### src/rtl/seq_stepper_n.sv
// N-stage sequence stepper: stage i advances on x[i], wraps after stage N-1.
// Miss handling is either strict restart or hold-with-timeout; completed sequences are counted (saturating).
module seq_stepper_n #(
    parameter int N  = 3,
    parameter int SW = 3,
    parameter int TW = 8,
    parameter int CW = 8
) (
    input  logic          clk,
    input  logic          res,
    input  logic          en,
    input  logic [N-1:0]  x,
    input  logic          miss_mode,
    input  logic [TW-1:0] tmo,
    output logic [SW-1:0] stage,
    output logic          busy,
    output logic [N-1:0]  fire,
    output logic          done,
    output logic          abort,
    output logic [CW-1:0] seq_cnt
);

    logic [TW-1:0] timer, timer_n;
    logic [SW-1:0] stage_n;
    logic [CW-1:0] cnt_n;
    logic [N-1:0]  fire_n;
    logic          done_n, abort_n;
    logic          hit, last, tmo_hit, restart;

    // Only the request belonging to the current stage is looked at.
    always_comb begin
        hit = 1'b0;
        for (int i = 0; i < N; i++)
            if (stage == SW'(i)) hit = x[i];
        last    = (stage == SW'(N - 1));
        tmo_hit = (tmo != '0) &&
                  (({1'b0, timer} + (TW + 1)'(1)) >= {1'b0, tmo});
        restart = en && !hit && (stage != '0) && (!miss_mode || tmo_hit);
    end

    // Next-state logic
    always_comb begin
        stage_n = stage;
        timer_n = timer;
        cnt_n   = seq_cnt;
        if (en) begin
            if (hit) begin
                stage_n = last ? '0 : stage + SW'(1);
                timer_n = '0;
                if (last && (seq_cnt != '1)) cnt_n = seq_cnt + CW'(1);
            end else if (restart) begin
                stage_n = '0;
                timer_n = '0;
            end else if ((stage != '0) && (timer != '1)) begin
                timer_n = timer + TW'(1);
            end
        end
    end

    // Pulse outputs, registered below
    always_comb begin
        fire_n  = '0;
        done_n  = 1'b0;
        abort_n = restart;
        if (en && hit) begin
            fire_n = N'(1) << stage;
            done_n = last;
        end
    end

    always_ff @(posedge clk) begin
        if (res) begin
            stage   <= '0;
            timer   <= '0;
            seq_cnt <= '0;
            busy    <= 1'b0;
            fire    <= '0;
            done    <= 1'b0;
            abort   <= 1'b0;
        end else begin
            stage   <= stage_n;
            timer   <= timer_n;
            seq_cnt <= cnt_n;
            busy    <= (stage_n != '0);
            fire    <= fire_n;
            done    <= done_n;
            abort   <= abort_n;
        end
    end

endmodule

### config.mk
export PLATFORM = sky130hd
export DESIGN_NAME = seq_stepper_n
export DESIGN_NICKNAME = d
export VERILOG_FILES = /design/src/rtl/seq_stepper_n.sv
export SDC_FILE = /design/constraint.sdc
export NUM_CORES = 1
export LEC_CHECK = 0
export BUFFER_PORTS_ARGS = -buffer_cell sky130_fd_sc_hd__buf_2
export CAP_MARGIN = 20
export CORE_MARGIN = 4
export CORE_UTILIZATION = 35
export CTS_BUF_LIST = sky130_fd_sc_hd__clkbuf_2
export CTS_CLUSTER_SIZE = 14
export DETAILED_ROUTE_END_ITERATION = 6
export SKIP_CTS_REPAIR_TIMING = 1
export SYNTH_ARGS = -nofsm -noshare
export SYNTH_HDL_FRONTEND = slang
export SYNTH_SLANG_ARGS = --single-unit
### constraint.sdc
create_clock -name clk -period 4.55 [get_ports clk]
set_input_delay 0 -clock clk [delete_from_list [all_inputs] [get_ports clk]]
set_output_delay 0 -clock clk [all_outputs]
set_load 0.005 [all_outputs]
# After elaboration in Yosys (flattened, before gate mapping)
# Index checks and enable logic that the tools add are counted.
# word_totals
register_bits,25
output_inout_bits,17
elab_cells,46
# op_classes
add_sub_neg,4
order_cmp,1
eq_ne,4
n_shift,1
muxes,10
n_bitwise,1
n_reduce_logical,18
# ops
cell,n
$mux 8,3
$add 8x1->8 const B,2
$ne 8x8->1 const B,2
$mux 3,4
$add 8x1->9 const B,1
$ge 9x8->1,1
$reduce_bool 3->1,3
$reduce_bool 8->1,1
$logic_and 1x1->1,7
$add 3x1->3 const B,1
$eq 3x1->1 const B,1
$eq 3x2->1 const B,1
$logic_not 3->1,1
$mux 1,3
$reduce_and 3->1,1
$shl 1x3->3 const A,1
$logic_not 1->1,2
$reduce_and 2->1,1
$reduce_or 2->1,1
$logic_or 1x1->1,1
$not 1->1,1

# Longest topological paths before layout
# depth
word_depth,12
depth_mapped,11

# Worst setup path after synthesis
# OpenSTA, ideal clock, no wires.
# synth_timing
path_kind,register to register
from,register timer[2]
to,register timer[2]
arrival_time_ps,2235
t_required_ps,4409
path_slack_ps,2174
path_stages_with_launch,12
path_buffers,1
period_less_slack_ps,2376
cell_sequence,dfxtp_1 > clkbuf_1 > nand3_1 > nor4_1 > xnor2_1 > inv_1 > ha_1 > nand4_1 > a21oi_1 > a211oi_4 > o211ai_2 > o221ai_1
# synth_via
elab_chain_len,7
elab_cells_between_ends,13
cone_classes,add/sub (2); order compare (1); eq/ne (1); mux (3); reduce/logical (6)
# synth_rtl
element,line,source
"start, declared",23,"logic [TW-1:0] timer, timer_n;"
"start signal, assigned",82,timer <= timer_n;
$add 8x1->9,37,"(({1'b0, timer} + (TW + 1)'(1)) >= {1'b0, tmo});"
$ge 9x8->1,37,
$logic_and 1x1->1,36,tmo_hit = (tmo != '0) &&
$logic_or 1x1->1,38,restart = en && !hit && (stage != '0) && (!miss_mode || tmo_hit);
$logic_and 1x1->1,38,
$reduce_bool 3->1 (no source line) or $mux 8 (tied branches),-,
$reduce_and 2->1 (no source line) or $mux 8 (tied branches),-,
# Several ways; a longest one is shown, not always the timed one. The select of a mux whose other input is x is not followed.
# A chain may end at the register's enable or synchronous reset.

# Final worst setup path
# layout_timing
from,register timer[0]
to,register timer[2]
# The elaborated chain is that of the path after synthesis.

==> impl_metrics.yaml <==
layout:
  fin_area_um2: 1660
  syn_to_final_growth_pct: 19.2
  seq_area_um2: 500
  drive_above_1_share_pct: 19.3
  nFillCells: 400
  final_nets: 228
  antenna_cells: 0
  multi_input_area_um2: 779
sta:
  hold_viol: 0
  rsz0062_at_grt: "no"
  tns_ns: 0
  drv_slew: 0
  maxSlewHeadroom_pct: 59.4
  finalCriticalPeriod_ns: 2.75
  fin_skew_ns: 0.0335
  tightest_slew_ns: 0.605
  timing.final.crit_share_pct: 60.3
  finalSetupViolCount: 0
  clock.fmax_mhz: 364
global_route:
  grt_antenna_before_repair: 0
  top_usage_layer: "met2"
  use_met2_pct: 19.3
  grt_max_degree: 16
  grt_pass1_wl_um: 4890
  grt_use_met1_pct: 13.8
  grt_pass1_vias: 1191
  grt_use_total_pct: 11.5
  overflow: 0
  met3_usage_pct: 3.69
worst_setup_path:
  crit_fanout: 8
  startpoint: "timer[0]"
  startpoint_type: "flop"
  critPathRequiredTime_ns: 4.81
  cp-end-kind: "flop"
  arrival_ns: 3.01
  endpoint: "timer[2]"
  worstSetupPathType: "flop to flop"
  r2r_slack_ns: 1.80
  reg2reg_to: "timer[2]"
  rr_worst_depth: 11
  r2r-start: "timer[0]"
job:
  maxCapViolations: 0
synth:
  yosysMostFrequentCell: "inv_1"
  syn_inst: 166
  synth_ff_type: "dfxtp_1"
  synth_top_cell_by_area: "dfxtp_1"
  synth_edf_count: 0
  synth_area_um2: 1390
  synth.distinct_cells: 34
  ys_warn_count: 0
  avgSynthCellArea_um2: 8.37
  synth_fp_nets: 191
  synth_common_cells: "inv_1 (26), dfxtp_1 (25), ha_1 (10)"
  ys_seq_area_share_pct: 36.0
  synth-async-reset-ratio_pct: 0
  synthDominantCellAreaShare_pct: 36.0
  synth-seq-cells: 25
  synthTopCellsByArea: "dfxtp_1 (36%), ha_1 (9.0%), inv_1 (7.0%)"
placed_design:
  place_area_um2: 1590
  dpl.hpwl_um: 2300
  gp_congestion: 0.833
  portBuffers: 31
power:
  powerDensity_nw_per_um2: 212
  power_leakage_nw: 0.722
  ir_drop_mv: 0.0935
  total_power_mw: 0.351
route:
  route.detailed.drc: 0
  drtIter0Drc: 52
  drt_pass1_iterations: 4
  totalWireLength_um: 2930
  wl_per_cell_um: 11.7
  via_count: 1260
  detail-route-antenna-nets: 0
  vias_per_cell: 5.04
die:
  start_util_pct: 37.1
  die-area_um2: 5040
  core_um2: 3740
  core.rowCount: 22
  num_io_pins: 32
  fp.dieH_um: 71.0
  die_w_um: 71.0
clock_tree:
  clockBufferDepth: 2
  cts-htree-levels: 1
  root_buffer: "clkbuf_2"
  clkSinkCount: 25
  cts_tree: "built"
  cts.clk_slew.worst_paths_ns: 0.26
  cts_buffers: 3
  insertion_delay_ns: 0.35
hold_path:
  hold_class: "primary input to flop"
status:
  outcome: "finished clean"
==> cell families (layout without fill, tap and decap cells) <==
family,Yosys count,in the layout,share of synthesized area [%]
flops,25,25,36.0
xor+xnor,10,10,6.31
buf+inv,29,65,7.84
compound gates,37,37,19.5
fa+ha+maj,10,10,9.01
mux,2,2,1.44
simple gates,53,53,19.9
==> critical path, stage by stage, from the launching register on <==
cell and delay [ns]:
dfxtp_1 0.46, ha_1 0.29, inv_1 0.08, nor2_1 0.16
a21oi_1 0.10, nand2b_1 0.16, ha_1 0.29, o21ai_0 0.14
nor2_1 0.08, a211oi_4 0.43, o211ai_2 0.26, o221ai_1 0.22
==> metal layers <==
layer  up-vias  part of all wire, %
li1        667                    -
met1       566                   48
met2        25                   46
met3         2                  5.4
met4         0                 0.58
met5         -                    0
==> how the worst min path moves through the flow <==
stage / start / endpoint / slack (ns) / depth (start not counted)
2_1_floorplan: x[0] / fire[0] / 0.17 / 2
3_3_place_gp: x[0] / fire[0] / 0.30 / 3
3_5_place_dp: x[0] / fire[0] / 0.30 / 3
4_1_cts: x[1] / fire[1] / -0.12 / 3
5_1_grt: en / done / 0.009 / 3
6_report: en / done / 0.02 / 3
==> flip-flops by register name, summed over array words and instances (netlist names) <==
| register | cells |
|---|---|
| abort | 1 |
| busy | 1 |
| done | 1 |
| fire | 3 |
| seq_cnt | 8 |
| stage | 3 |
| timer | 8 |
==> stage by stage <==
stage	setup WS [ns]	utilization, %	hold slack, ns	instances
2_1_floorplan	2.17	-	0.170	166
3_3_place_gp	1.87	42.5	0.305	242
3_5_place_dp	1.86	42.5	0.305	242
4_1_cts	1.81	43.1	-0.117	246
5_1_grt	1.60	44.2	0.00864	250
6_report	1.80	44.2	0.0235	250
==> layout make-up <==
| cell class | instances | share of cell area [%] |
|---|---|---|
| multi-input cells | 112 | 47.1 |
| flip-flops and latches | 25 | 30.2 |
| repair buffers | 35 | 11.8 |
| inverters | 26 | 5.90 |
| well taps | 48 | 3.63 |
| clock buffers | 3 | 0.907 |
| clock inverters | 1 | 0.454 |
==> power by group <==
part           internal [mW]  leakage, nW  total [mW]  switching (mW)
registers              0.222        0.202       0.225         0.00237
logic                 0.0182        0.507      0.0394          0.0213
clock network         0.0204       0.0126      0.0864          0.0660
==> cells in the final DEF (no fill, tap or decap), types with 4 or more instances in the layout <==
| master | Yosys | routed |
|---|---|---|
| ha_1 | 10 | 10 |
| inv_1 | 26 | 26 |
| nand4_1 | 5 | 5 |
| o22ai_1 | 4 | 4 |
| dfxtp_1 | 25 | 25 |
| nand2_1 | 9 | 9 |
| xnor2_1 | 6 | 6 |
| a21oi_1 | 5 | 5 |
| o21ai_0 | 7 | 7 |
| nand2b_1 | 4 | 4 |
| nor3_1 | 6 | 6 |
| nor2_1 | 9 | 9 |
| buf_2 | 0 | 31 |
| nand3_1 | 9 | 9 |
| xor2_1 | 4 | 4 |
| nor4_1 | 4 | 4 |
| dlygate4sd3_1 | 0 | 4 |
No activity file was read; power rests on OpenSTA's default activity.
